$ cat src/rtl/agu_context_sequencer_pkg.sv
// Shared constants and types for the AGU context sequencer.
// The context cache width sets CtxW, and the 64-entry cache sets AddrW.
package agu_context_sequencer_pkg;

  localparam int unsigned CtxW  = 29;
  localparam int unsigned CpW   = 16;
  localparam int unsigned AddrW = 6;
  localparam int unsigned IterW = 16;

  typedef enum logic [1:0] {
    StIdle,
    StRun,
    StDone
  } seq_state_t;

  // A repetition count of zero runs the range once.
  function automatic logic [IterW-1:0] clamp_iter(input logic [IterW-1:0] n);
    return (n == '0) ? IterW'(1) : n;
  endfunction

endpackage

$ cat src/rtl/agu_context_sequencer_if.sv
// Control and data bundle between the run controller, the context cache and the sequencer.
// The sequencer uses the slave modport, and the controller or bench side uses master.
interface agu_context_sequencer_if;
  import agu_context_sequencer_pkg::*;

  logic             start;
  logic             run_req;
  logic [AddrW-1:0] base_cp;
  logic [AddrW-1:0] last_cp;
  logic [IterW-1:0] iter_cnt;
  logic             stall;
  logic [CtxW-1:0]  ctx_in;
  logic [CpW-1:0]   CP;
  logic [CtxW-1:0]  ctx_out;
  logic             ctx_valid;
  logic             busy;
  logic             done;
  logic             err;
  logic             abort;

  modport master (
    output start, run_req, base_cp, last_cp, iter_cnt, stall, ctx_in,
    input  CP, ctx_out, ctx_valid, busy, done, err, abort
  );

  modport slave (
    input  start, run_req, base_cp, last_cp, iter_cnt, stall, ctx_in,
    output CP, ctx_out, ctx_valid, busy, done, err, abort
  );

endinterface

$ cat src/rtl/agu_context_sequencer_iter_counter.sv
// Loadable down-counter that tracks the remaining range repetitions.
// A load value of zero is stored as 1, and the counter never decrements below 1.
module agu_context_sequencer_iter_counter
  import agu_context_sequencer_pkg::*;
(
  input  logic             clk_i,
  input  logic             rst_ni,
  input  logic             load_i,
  input  logic [IterW-1:0] load_val_i,
  input  logic             dec_i,
  output logic             is_last_o
);

  logic [IterW-1:0] cnt_d, cnt_q;

  always_comb begin
    cnt_d = cnt_q;
    if (load_i) begin
      cnt_d = clamp_iter(load_val_i);
    end else if (dec_i && (cnt_q > IterW'(1))) begin
      cnt_d = cnt_q - IterW'(1);
    end
  end

  always_ff @(posedge clk_i) begin
    if (!rst_ni) begin
      cnt_q <= '0;
    end else begin
      cnt_q <= cnt_d;
    end
  end

  assign is_last_o = (cnt_q == IterW'(1));

endmodule

$ cat src/rtl/agu_context_sequencer.sv
// Walks the context pointer over base..last for a set number of passes.
// Registers the word that the cache returns for each pointer into ctx_out.
module agu_context_sequencer
  import agu_context_sequencer_pkg::*;
(
  input  logic                          CLK,
  input  logic                          RST_N,
  agu_context_sequencer_if.slave        bus
);

  seq_state_t       state_d, state_q;
  logic [AddrW-1:0] cp_d, cp_q;
  logic [AddrW-1:0] base_d, base_q;
  logic [AddrW-1:0] last_d, last_q;
  logic [CtxW-1:0]  ctx_out_d, ctx_out_q;
  logic             valid_d, valid_q;
  logic             busy_d, busy_q;
  logic             done_d, done_q;
  logic             err_d, err_q;
  logic             abort_d, abort_q;
  logic             iter_load, iter_dec, iter_last;

  agu_context_sequencer_iter_counter u_iter (
    .clk_i      (CLK),
    .rst_ni     (RST_N),
    .load_i     (iter_load),
    .load_val_i (bus.iter_cnt),
    .dec_i      (iter_dec),
    .is_last_o  (iter_last)
  );

  always_comb begin
    state_d   = state_q;
    cp_d      = cp_q;
    base_d    = base_q;
    last_d    = last_q;
    ctx_out_d = ctx_out_q;
    valid_d   = 1'b0;
    done_d    = 1'b0;
    err_d     = 1'b0;
    abort_d   = 1'b0;
    iter_load = 1'b0;
    iter_dec  = 1'b0;

    unique case (state_q)
      StIdle: begin
        if (bus.run_req && bus.start) begin
          if (bus.last_cp >= bus.base_cp) begin
            base_d    = bus.base_cp;
            last_d    = bus.last_cp;
            cp_d      = bus.base_cp;
            iter_load = 1'b1;
            state_d   = StRun;
          end else begin
            err_d = 1'b1;
          end
        end
      end
      StRun: begin
        // Loss of start takes priority over stall.
        if (!bus.start) begin
          state_d = StIdle;
          abort_d = 1'b1;
          cp_d    = '0;
        end else if (!bus.stall) begin
          ctx_out_d = bus.ctx_in;
          valid_d   = 1'b1;
          if (cp_q != last_q) begin
            cp_d = cp_q + AddrW'(1);
          end else if (!iter_last) begin
            cp_d     = base_q;
            iter_dec = 1'b1;
          end else begin
            state_d = StDone;
            done_d  = 1'b1;
          end
        end
      end
      StDone: begin
        state_d = StIdle;
      end
      default: begin
        state_d = StIdle;
      end
    endcase

    busy_d = (state_d == StRun);
  end

  always_ff @(posedge CLK) begin
    if (!RST_N) begin
      state_q   <= StIdle;
      cp_q      <= '0;
      base_q    <= '0;
      last_q    <= '0;
      ctx_out_q <= '0;
      valid_q   <= 1'b0;
      busy_q    <= 1'b0;
      done_q    <= 1'b0;
      err_q     <= 1'b0;
      abort_q   <= 1'b0;
    end else begin
      state_q   <= state_d;
      cp_q      <= cp_d;
      base_q    <= base_d;
      last_q    <= last_d;
      ctx_out_q <= ctx_out_d;
      valid_q   <= valid_d;
      busy_q    <= busy_d;
      done_q    <= done_d;
      err_q     <= err_d;
      abort_q   <= abort_d;
    end
  end

  assign bus.CP        = {{(CpW - AddrW){1'b0}}, cp_q};
  assign bus.ctx_out   = ctx_out_q;
  assign bus.ctx_valid = valid_q;
  assign bus.busy      = busy_q;
  assign bus.done      = done_q;
  assign bus.err       = err_q;
  assign bus.abort     = abort_q;

endmodule

$ cat src/flat_wrapper.sv
// flat-port wrapper written by rule: the top's interface ports become plain ports
module agu_context_sequencer_flat import agu_context_sequencer_pkg::*;
  (CLK, RST_N, bus_start, bus_run_req, bus_base_cp, bus_last_cp, bus_iter_cnt, bus_stall, bus_ctx_in, bus_CP, bus_ctx_out, bus_ctx_valid, bus_busy, bus_done, bus_err, bus_abort);
  agu_context_sequencer_if bus_i ();
  input  logic CLK;
  input  logic RST_N;
  input wire logic [$bits(bus_i.start)-1:0] bus_start;
  input wire logic [$bits(bus_i.run_req)-1:0] bus_run_req;
  input wire logic [$bits(bus_i.base_cp)-1:0] bus_base_cp;
  input wire logic [$bits(bus_i.last_cp)-1:0] bus_last_cp;
  input wire logic [$bits(bus_i.iter_cnt)-1:0] bus_iter_cnt;
  input wire logic [$bits(bus_i.stall)-1:0] bus_stall;
  input wire logic [$bits(bus_i.ctx_in)-1:0] bus_ctx_in;
  output wire logic [$bits(bus_i.CP)-1:0] bus_CP;
  output wire logic [$bits(bus_i.ctx_out)-1:0] bus_ctx_out;
  output wire logic [$bits(bus_i.ctx_valid)-1:0] bus_ctx_valid;
  output wire logic [$bits(bus_i.busy)-1:0] bus_busy;
  output wire logic [$bits(bus_i.done)-1:0] bus_done;
  output wire logic [$bits(bus_i.err)-1:0] bus_err;
  output wire logic [$bits(bus_i.abort)-1:0] bus_abort;
  assign bus_i.start = bus_start;
  assign bus_i.run_req = bus_run_req;
  assign bus_i.base_cp = bus_base_cp;
  assign bus_i.last_cp = bus_last_cp;
  assign bus_i.iter_cnt = bus_iter_cnt;
  assign bus_i.stall = bus_stall;
  assign bus_i.ctx_in = bus_ctx_in;
  assign bus_CP = bus_i.CP;
  assign bus_ctx_out = bus_i.ctx_out;
  assign bus_ctx_valid = bus_i.ctx_valid;
  assign bus_busy = bus_i.busy;
  assign bus_done = bus_i.done;
  assign bus_err = bus_i.err;
  assign bus_abort = bus_i.abort;
  agu_context_sequencer u_core (.CLK(CLK), .RST_N(RST_N), .bus(bus_i));
endmodule
$ cat config.mk
export PLATFORM = sky130hd
export DESIGN_NAME = agu_context_sequencer_flat
export DESIGN_NICKNAME = d
export VERILOG_FILES = /design/src/rtl/agu_context_sequencer_pkg.sv /design/src/rtl/agu_context_sequencer_if.sv /design/src/rtl/agu_context_sequencer_iter_counter.sv /design/src/rtl/agu_context_sequencer.sv /design/src/flat_wrapper.sv
export SDC_FILE = /design/constraint.sdc
export NUM_CORES = 1
export LEC_CHECK = 0
export CAP_MARGIN = 10
export CORE_MARGIN = 1.5
export CORE_UTILIZATION = 51
export CTS_BUF_LIST = sky130_fd_sc_hd__clkbuf_2
export CTS_CLUSTER_SIZE = 25
export DETAILED_ROUTE_END_ITERATION = 7
export PLACE_DENSITY = 0.95
export SLEW_MARGIN = 20
export SYNTH_ARGS = -nofsm -noshare
export SYNTH_HDL_FRONTEND = slang
export SYNTH_SLANG_ARGS = --single-unit
$ cat constraint.sdc
create_clock -name CLK -period 3.65 [get_ports CLK]
set_input_delay 0.73 -clock CLK [delete_from_list [all_inputs] [get_ports CLK]]
set_output_delay 0.73 -clock CLK [all_outputs]
set_load 0.005 [all_outputs]
Word level (Yosys, flattened, before mapping)
Index checks and enable logic that the tools add are counted.
{"block": "op_classes", "bitwise": 4, "n_addsub": 2, "n_eq_ne": 8, "n_lt_le_gt_ge": 2, "n_mux": 29, "n_reduce_logical": 13}
{"operator": "$mux W16", "count": 3}
{"operator": "$mux W6", "count": 6}
{"operator": "$eq A16 B1 Y1 const B", "count": 1}
{"operator": "$gt A16 B1 Y1 const B", "count": 1}
{"operator": "$logic_not A16 Y1", "count": 1}
{"operator": "$sub A16 B1 Y16 const B", "count": 1}
{"operator": "$mux W1", "count": 12}
{"operator": "$mux W2", "count": 6}
{"operator": "$pmux W6 S2", "count": 1}
{"operator": "$reduce_and A3 Y1", "count": 4}
{"operator": "$add A6 B1 Y6 const B", "count": 1}
{"operator": "$ge A6 B6 Y1", "count": 1}
{"operator": "$ne A6 B6 Y1", "count": 1}
{"operator": "$reduce_and A5 Y1", "count": 1}
{"operator": "$reduce_or A5 Y1", "count": 1}
{"operator": "$eq A2 B1 Y1 const B", "count": 2}
{"operator": "$ne A2 B1 Y1 const B", "count": 2}
{"operator": "$ne A4 B4 Y1 const B", "count": 1}
{"operator": "$not A1 Y1", "count": 4}
{"operator": "$pmux W2 S2", "count": 1}
{"operator": "$reduce_bool A2 Y1", "count": 2}
{"operator": "$ne A3 B3 Y1 const B", "count": 1}
{"operator": "$logic_and A1 B1 Y1", "count": 2}
{"operator": "$logic_not A2 Y1", "count": 1}
{"operator": "$reduce_and A2 Y1", "count": 1}
{"block": "word_totals", "output_inout_bits": 50, "ff_bits": 70}

Depth between registers and ports, before layout
Gate-level depths: netlist of run 1.
{"block": "depth", "word_depth": 9, "depth_mapped": 10}

Cells and area by module
From an unflattened synthesis of run 1, not the netlist that was laid out.
{"block": "unflattened", "hier_cells": 433, "hier_area_um2": 3582.2}
{"module": "agu_context_sequencer", "n_inst": 1, "cells_per_inst": 308, "area_per_inst_um2": 2536.2}
{"module": "agu_context_sequencer_iter_counter", "n_inst": 1, "cells_per_inst": 125, "area_per_inst_um2": 1046.0}

Worst setup path before layout of run 1
No wires, ideal clock.
{"block": "synth_path", "path_type": "input port to flip-flop", "start": "input port bus_base_cp[5]", "end": "register u_core.base_q[0]", "setup_time_ns": 0.070, "stages": 10, "path_slack_ns": 1.258, "n_path_buf": 2, "t_required_ns": 3.580, "arrival_time_ns": 2.322, "path_cell_list": "inv_1 -> ha_1 -> nand2_1 -> o21ai_0 -> o21bai_1 -> and2_1 -> clkbuf_1 -> clkbuf_1 -> nand2_1 -> a21oi_1"}
{"block": "synth_between", "elab_chain_cells": 2}
{"item": "start: declaration", "line": "flat_wrapper.sv:9", "source": "input wire logic [$bits(bus_i.base_cp)-1:0] bus_base_cp;"}
{"item": "$ge A6 B6 Y1", "line": "agu_context_sequencer.sv:48", "source": "if (bus.last_cp >= bus.base_cp) begin"}
{"item": "$reduce_and A3 Y1 (no source line)"}
{"item": "end signal: assignment", "line": "agu_context_sequencer.sv:105", "source": "base_q <= base_d;"}
{"item": "end: declaration", "line": "agu_context_sequencer.sv:13", "source": "logic [AddrW-1:0] base_d, base_q;"}
Every way passes these cells.
A chain may end at the register's enable or synchronous reset.

Final worst setup path of run 1
{"block": "layout_path", "start": "input port bus_base_cp[5]", "end": "register u_core.u_iter.cnt_q[3]"}
{"block": "layout_between", "elab_chain_cells": 5}
{"item": "$ge A6 B6 Y1 *", "line": "agu_context_sequencer.sv:48"}
{"item": "$mux W1 *", "line": "agu_context_sequencer.sv:48"}
{"item": "$mux W1 *", "line": "agu_context_sequencer.sv:47", "source": "if (bus.run_req && bus.start) begin"}
{"item": "$mux W1 *", "line": "agu_context_sequencer.sv:45", "source": "unique case (state_q)"}
{"item": "$mux W16 or $reduce_bool A2 Y1 (tied branches)"}
{"item": "end signal: assignment", "line": "agu_context_sequencer_iter_counter.sv:29", "source": "cnt_q <= cnt_d;"}
{"item": "end: declaration", "line": "agu_context_sequencer_iter_counter.sv:14", "source": "logic [IterW-1:0] cnt_d, cnt_q;"}
Every way passes the cells marked *; elsewhere a longest branch is shown, timed or not.

==> results.py, run 1 <==
metrics = {
    "status": {
        "outcome": "finished with violations",
        "failed_checks": "design-rule violations",
    },
    "timing": {
        "max_slew_margin_pct": 49.8,
        "hold_viol": 0,
        "clock_skew_ns": 0.00995,
        "period_needed_ns": 2.78,
        "slew_viol_final": 0,
        "grt_setup_unrepaired": "false",
        "setup_viol": 0,
        "clock.fmax_ghz": 0.360,
        "worst_slew_pin_slew_ns": 0.746,
        "fin_tns_setup_ns": 0,
        "timing.final.crit_share_pct": 76.1,
        "holdWs_ns": 0.467,
    },
    "setup_path": {
        "crit_required_ns": 4.06,
        "arrival_ns": 3.19,
        "worstSetupEndpointType": "flip-flop",
        "worst-r2r-cell-count": 6,
        "cp-start-kind": "input port",
        "critPathKind": "in2reg",
        "cp_max_fo": 19,
        "rrSetupSlack_ns": 1.11,
    },
    "drt": {
        "drt-initial-drc-count": 353,
        "drc": 4,
        "ant_nets": 0,
        "drt_wl_total_mm": 9.58,
        "routed-via-count": 3448,
        "drt_pass1_iterations": 7,
        "wire_per_inst_um": 15.9,
        "vias_per_cell": 5.73,
    },
    "floorplanning": {
        "dieWidth_um": 85.1,
        "initial_core_util_pct": 53.5,
        "num_rows": 29,
        "die_h_um": 85.1,
        "die_area_um2": 7240,
        "fp.coreArea_um2": 6420,
        "ios": 112,
    },
    "pwr": {
        "p_leak_nw": 1.62,
        "ir_worst_vdd_uv": 258,
        "power.density_nw_per_um2": 366,
    },
    "placement": {
        "gp_congestion": 0.953,
        "placedCellCount": 588,
        "postPlaceCellArea_um2": 4450,
        "dp_hpwl_mm": 6.83,
        "io_buffer_count": 101,
    },
    "synthesis": {
        "ys_types": 58,
        "syn_inst": 429,
        "synth_top_family_by_area": "simple AND/OR/NAND/NOR gates",
        "synth-seq-cells": 70,
        "syn-cell-area_um2": 3440,
        "synth-seq-area-share_pct": 40.8,
        "synth_ff_type": "dfxtp_1",
        "muxShareOfSynthArea_pct": 2.04,
        "yosys_warnings": 0,
        "synth_compound_area_share_pct": 17.8,
        "synth-xor-area-share_pct": 4.59,
        "synth-simple-area-share_pct": 24.2,
        "synth_edf_count": 0,
        "avgSynthCellArea_um2": 8.01,
        "synthAdderAreaFrac_pct": 3.28,
        "synthArstFlopShare_pct": 0,
    },
    "clock_network": {
        "clk_pin_slew_ns": 0.19,
        "cts_made_buffers": 9,
        "htreeDepth": 3,
        "postCtsHoldBufs": 0,
        "clockRootBuffer": "clkbuf_2",
        "cts_tree": "done",
        "clockBufferDepth": 2,
        "cts_sinks": 70,
        "cts_resized": 0,
        "post_cts_buffers": 0,
        "clock_latency_ns": 0.49,
    },
    "global_routing": {
        "grt-ovfl-total": 0,
        "grt_pass1_wl_mm": 15.8,
        "antenna_found_initial": 0,
        "grt_max_degree": 43,
        "grtUsageTotal_pct": 27.5,
        "grt_pass1_vias": 3367,
    },
    "worst_hold_path": {
        "hold_class": "reg2reg",
        "min_delay_path_depth": 2,
    },
    "cells_and_area": {
        "drive_gt1_share_pct": 6.10,
        "n_antenna_cell": 0,
        "final_cells": 602,
        "final_nets": 593,
        "design_area_um2": 4570,
        "final_util_pct": 71.2,
        "area_growth_syn_to_layout_pct": 33.0,
    },
    "job": {
        "maxCapViolCount": 0,
    },
}
final cells by class:
type                            instances  area [um2]
Fill cell                             478        1850
Multi-Input combinational cell        317        1820
Sequential cell                        70        1400
Timing Repair Buffer                  110        1080
Tap cell                               77        96.3
Clock inverter                          5        76.3
Inverter                               14        52.6
Clock buffer                            9        45.0
cells by family after synthesis:
group / Yosys count
XOR/XNOR: 18
other: 1
AO/OA/AOI/OAI: 96
flip-flops: 70
buffers and inverters: 51
adder cells (fa/ha/maj): 9
multiplexers: 7
AND/OR/NAND/NOR: 177
placed cells by master, fill, tap and decap left out, drive strengths merged, types with 2 or more instances in the layout:
cell / count
clkdlybuf4s50: 101
nand2: 99
dfxtp: 70
a21oi: 50
nor2: 21
xnor2: 16
nor4: 14
inv: 13
nor3: 11
conb: 10
a211oi: 10
ha: 9
clkbuf: 9
buf: 9
o21ai: 9
mux2i: 7
nand3: 6
nand2b: 5
nand4: 5
o211ai: 4
clkinv: 4
or2: 4
and2: 3
a221oi: 3
a311oi: 3
nor3b: 2
o31ai: 2
o22a: 2
xor2: 2
or3: 2
bufinv: 2
o221a: 2
where the power goes:
| part | switching, mW | internal [mW] | leakage [nW] | total (mW) |
|---|---|---|---|---|
| Sequential | 0.0349 | 0.793 | 0.568 | 0.828 |
| Clock | 0.271 | 0.217 | 0.0729 | 0.488 |
| Combinational | 0.186 | 0.171 | 0.983 | 0.357 |
| Total | 0.492 | 1.18 | 1.62 | 1.67 |
worst max-delay path: stages:
cell             delay, ns
clkdlybuf4s50_1       0.50
inv_1                 0.06
ha_1                  0.32
nand2_1               0.08
o21ai_0               0.20
o21bai_1              0.20
and2_1                0.66
mux2i_1               0.14
a221oi_1              0.30
per-layer routing:
layer | share of wire (%) | track usage [%] | routed length (um)
met1 | 40 | 32.5 | 3880
met2 | 46 | 44.4 | 4390
met3 | 11 | 12.1 | 1070
met4 | 2.6 | 9.69 | 249
met5 | 0 | 0 | 0
flip-flops by register name, indices dropped and copies added (netlist names):
name and flops:
u_core.bus.busy 1, u_core.u_iter.cnt_q 16, u_core.base_q 6, u_core.last_q 6
u_core.bus.abort 1, u_core.bus.err 1, u_core.bus.done 1, u_core.cp_q 6
u_core.bus.ctx_out 29, u_core.state_q 2, u_core.bus.ctx_valid 1
Yosys cell counts (3+ instances only):
cell type  count  area, um2
a211oi_1       9       67.6
a21oi_1       50        250
a221oi_1       3       26.3
a311oi_1       3       26.3
and2_1         3       18.8
buf_4         11       82.6
clkbuf_1      20       75.1
dfxtp_1       70       1400
ha_1           9        113
inv_1         13       48.8
mux2i_1        7       70.1
nand2_1       99        372
nand2b_1       5       31.3
nand3_1        6       30.0
nand4_1        5       31.3
nor2_1        20       75.1
nor3_1        10       50.1
nor4_1        12       75.1
o211ai_1       4       30.0
o21ai_0        8       40.0
xnor2_1       16        140
through the flow:
stage / power (mW) / setup slack (ns)
3_5_place_dp: 1.19 / 0.417
6_report: 1.67 / 0.871
5_1_grt: 1.75 / 0.746
3_3_place_gp: 1.18 / 0.493
2_1_floorplan: 1.05 / 1.26
4_1_cts: 1.67 / 0.935
worst paths after layout:
kind | end | from
max | u_core.u_iter.cnt_q[3] | bus_base_cp[5]
min | u_core.bus.ctx_out[7] | u_core.bus.ctx_out[7]
max reg2reg | u_core.u_iter.cnt_q[7] | u_core.cp_q[0]
min reg2reg | u_core.bus.ctx_out[7] | u_core.bus.ctx_out[7]
(Power assumes the default switching activity.)
==> run 2: changes to the inputs <==
--- a/config.mk
+++ b/config.mk
@@ -7,11 +7,11 @@
 export LEC_CHECK = 0
 export CAP_MARGIN = 10
 export CORE_MARGIN = 1.5
-export CORE_UTILIZATION = 51
+export CORE_UTILIZATION = 43
 export CTS_BUF_LIST = sky130_fd_sc_hd__clkbuf_2
 export CTS_CLUSTER_SIZE = 25
 export DETAILED_ROUTE_END_ITERATION = 7
-export PLACE_DENSITY = 0.95
+export PLACE_DENSITY = 0.89
 export SLEW_MARGIN = 20
 export SYNTH_ARGS = -nofsm -noshare
 export SYNTH_HDL_FRONTEND = slang
==> constraint.sdc (replaced) <==
create_clock -name CLK -period 2.5 [get_ports CLK]
set_input_delay 0.5 -clock CLK [delete_from_list [all_inputs] [get_ports CLK]]
set_output_delay 0.5 -clock CLK [all_outputs]
set_load 0.005 [all_outputs]
==> run 2 against run 1 <==
  * The flow now finishes without violations
  * Combinational power is 54% higher
  * Cell area is 4.0% higher
  * Non-clock buffer count is 20 higher
  * Die area is 18% higher
  * Highest routed layer unchanged
==> results.py, run 2 (same netlist as run 1, synthesis figures left out) <==
metrics = {
    "timing": {
        "clock_skew_ns": 0.0263,
        "slew_viol_final": 0,
        "worst_slew_pin_slew_ns": 0.566,
        "max_slew_margin_pct": 61.9,
        "holdWs_ns": 0.466,
        "fin_tns_setup_ns": 0,
        "clock.fmax_ghz": 0.431,
        "setup_viol": 0,
        "grt_setup_unrepaired": "false",
        "timing.final.crit_share_pct": 92.9,
        "hold_viol": 0,
        "period_needed_ns": 2.32,
    },
    "setup_path": {
        "critPathKind": "reg2reg",
        "reg2reg_to": "u_core.u_iter.cnt_q[12]",
        "reg2reg_from": "u_core.u_iter.cnt_q[0]",
        "crit_path_start": "u_core.u_iter.cnt_q[0]",
        "arrival_ns": 2.78,
        "rrSetupSlack_ns": 0.18,
        "endpoint": "u_core.u_iter.cnt_q[12]",
        "cp_max_fo": 7,
        "worst-r2r-cell-count": 8,
        "worstSetupEndpointType": "flip-flop",
        "crit_required_ns": 2.95,
        "cp-start-kind": "flip-flop",
    },
    "cells_and_area": {
        "design_area_um2": 4750,
        "drive_gt1_share_pct": 10.2,
        "area_growth_syn_to_layout_pct": 38.3,
        "n_antenna_cell": 0,
        "final_common_cell": "clkdlybuf4s50_1",
        "final_nets": 613,
        "final_cell_mix": "clkdlybuf4s50_1 (101), nand2_1 (99), dfxtp_1 (70)",
        "largest_reg_flops": 29,
        "num-fill-cells": 647,
    },
    "pwr": {
        "ir_worst_vdd_uv": 335,
        "power.density_nw_per_um2": 510,
        "p_leak_nw": 1.72,
    },
    "drt": {
        "vias_per_cell": 5.46,
        "ant_nets": 0,
        "wire_per_inst_um": 14.8,
        "drt_pass1_iterations": 5,
        "drt_wl_total_mm": 9.62,
        "drc": 0,
        "routed-via-count": 3542,
        "drt-initial-drc-count": 272,
    },
    "placement": {
        "dp_hpwl_mm": 7.13,
        "io_buffer_count": 101,
        "gp_congestion": 0.919,
        "postPlaceCellArea_um2": 4630,
    },
    "global_routing": {
        "grt_pass1_vias": 3382,
        "grtUsageTotal_pct": 22.8,
        "grt-ovfl-total": 0,
        "antenna_found_initial": 0,
        "grt_max_degree": 33,
        "grt_pass1_wl_mm": 15.5,
    },
    "clock_network": {
        "cts_sinks": 70,
        "clockBufferDepth": 2,
        "cts_tree": "done",
        "htreeDepth": 3,
        "post_cts_buffers": 0,
        "clk_pin_slew_ns": 0.21,
        "cts_made_buffers": 9,
        "clock_latency_ns": 0.55,
        "clockRootBuffer": "clkbuf_2",
    },
    "worst_hold_path": {
        "min_delay_path_depth": 3,
        "hold_class": "in2reg",
    },
    "floorplanning": {
        "fp.coreArea_um2": 7730,
        "die_h_um": 92.4,
        "initial_core_util_pct": 44.5,
        "ios": 112,
        "dieWidth_um": 92.4,
        "die_area_um2": 8540,
        "num_rows": 32,
    },
    "status": {
        "outcome": "finished clean",
    },
    "job": {
        "maxCapViolCount": 0,
    },
}
[run 2: timing repair]
| item | CTS | global route |
|---|---|---|
| setup endpoints to repair | 0 | 6 |
| hold buffers | 0 | 0 |
| resized for setup | 0 | 1 |
[run 2: stage by stage]
stage	setup slack [ns]	cells	utilization (%)	total power [mW]
2_1_floorplan	0.338	438	-	1.53
6_report	0.177	649	61.5	2.42
4_1_cts	0.168	649	61.5	2.42
5_1_grt	0.0315	649	61.5	2.54
3_3_place_gp	-0.248	633	59.9	1.75
3_5_place_dp	-0.405	633	59.9	1.77
[run 2: where the power goes]
| part | leakage [nW] | internal (mW) | switching (mW) | total [mW] |
|---|---|---|---|---|
| clock network | 0.0699 | 0.232 | 0.434 | 0.666 |
| registers | 0.568 | 1.16 | 0.0493 | 1.21 |
| logic | 1.08 | 0.275 | 0.275 | 0.550 |
| total | 1.72 | 1.67 | 0.758 | 2.42 |
[run 2: cell type report]
class,instances,area (um2),share of cell area [%]
Timing Repair Buffer,130,1230,25.8
Multi-Input combinational cell,317,1830,38.4
Sequential cell,70,1400,29.5
Clock inverter,7,72.6,1.53
Clock buffer,9,45.0,0.948
Tap cell,102,128,2.68
Inverter,14,52.6,1.11
[run 2: critical path: stages, from the launching register on]
cell	delay, ns
dfxtp_1	0.41
inv_1	0.10
ha_1	0.23
or3b_1	0.44
nor4b_2	0.42
nand2_1	0.12
nor3_1	0.21
xnor2_1	0.09
a211oi_1	0.24
[run 2: layer usage]
metal | track usage [%] | up-vias | share of wire [%]
li1 | - | 1696 | -
met1 | 26.7 | 1619 | 40
met5 | 0 | - | 0
met2 | 39.0 | 195 | 49
met4 | 7.44 | 0 | 2.2
met3 | 7.55 | 32 | 9.0
[run 2: worst min path at each step]
stage,start,end,slack (ns)
global placement,u_core.bus.ctx_out[28],u_core.bus.ctx_out[28],0.44
finish,bus_ctx_in[1],u_core.bus.ctx_out[1],0.47
detailed placement,u_core.bus.ctx_out[7],u_core.bus.ctx_out[7],0.45
global route,bus_ctx_in[27],u_core.bus.ctx_out[27],0.43
floorplan,u_core.base_q[2],u_core.base_q[2],0.43
CTS,bus_ctx_in[20],u_core.bus.ctx_out[20],0.44
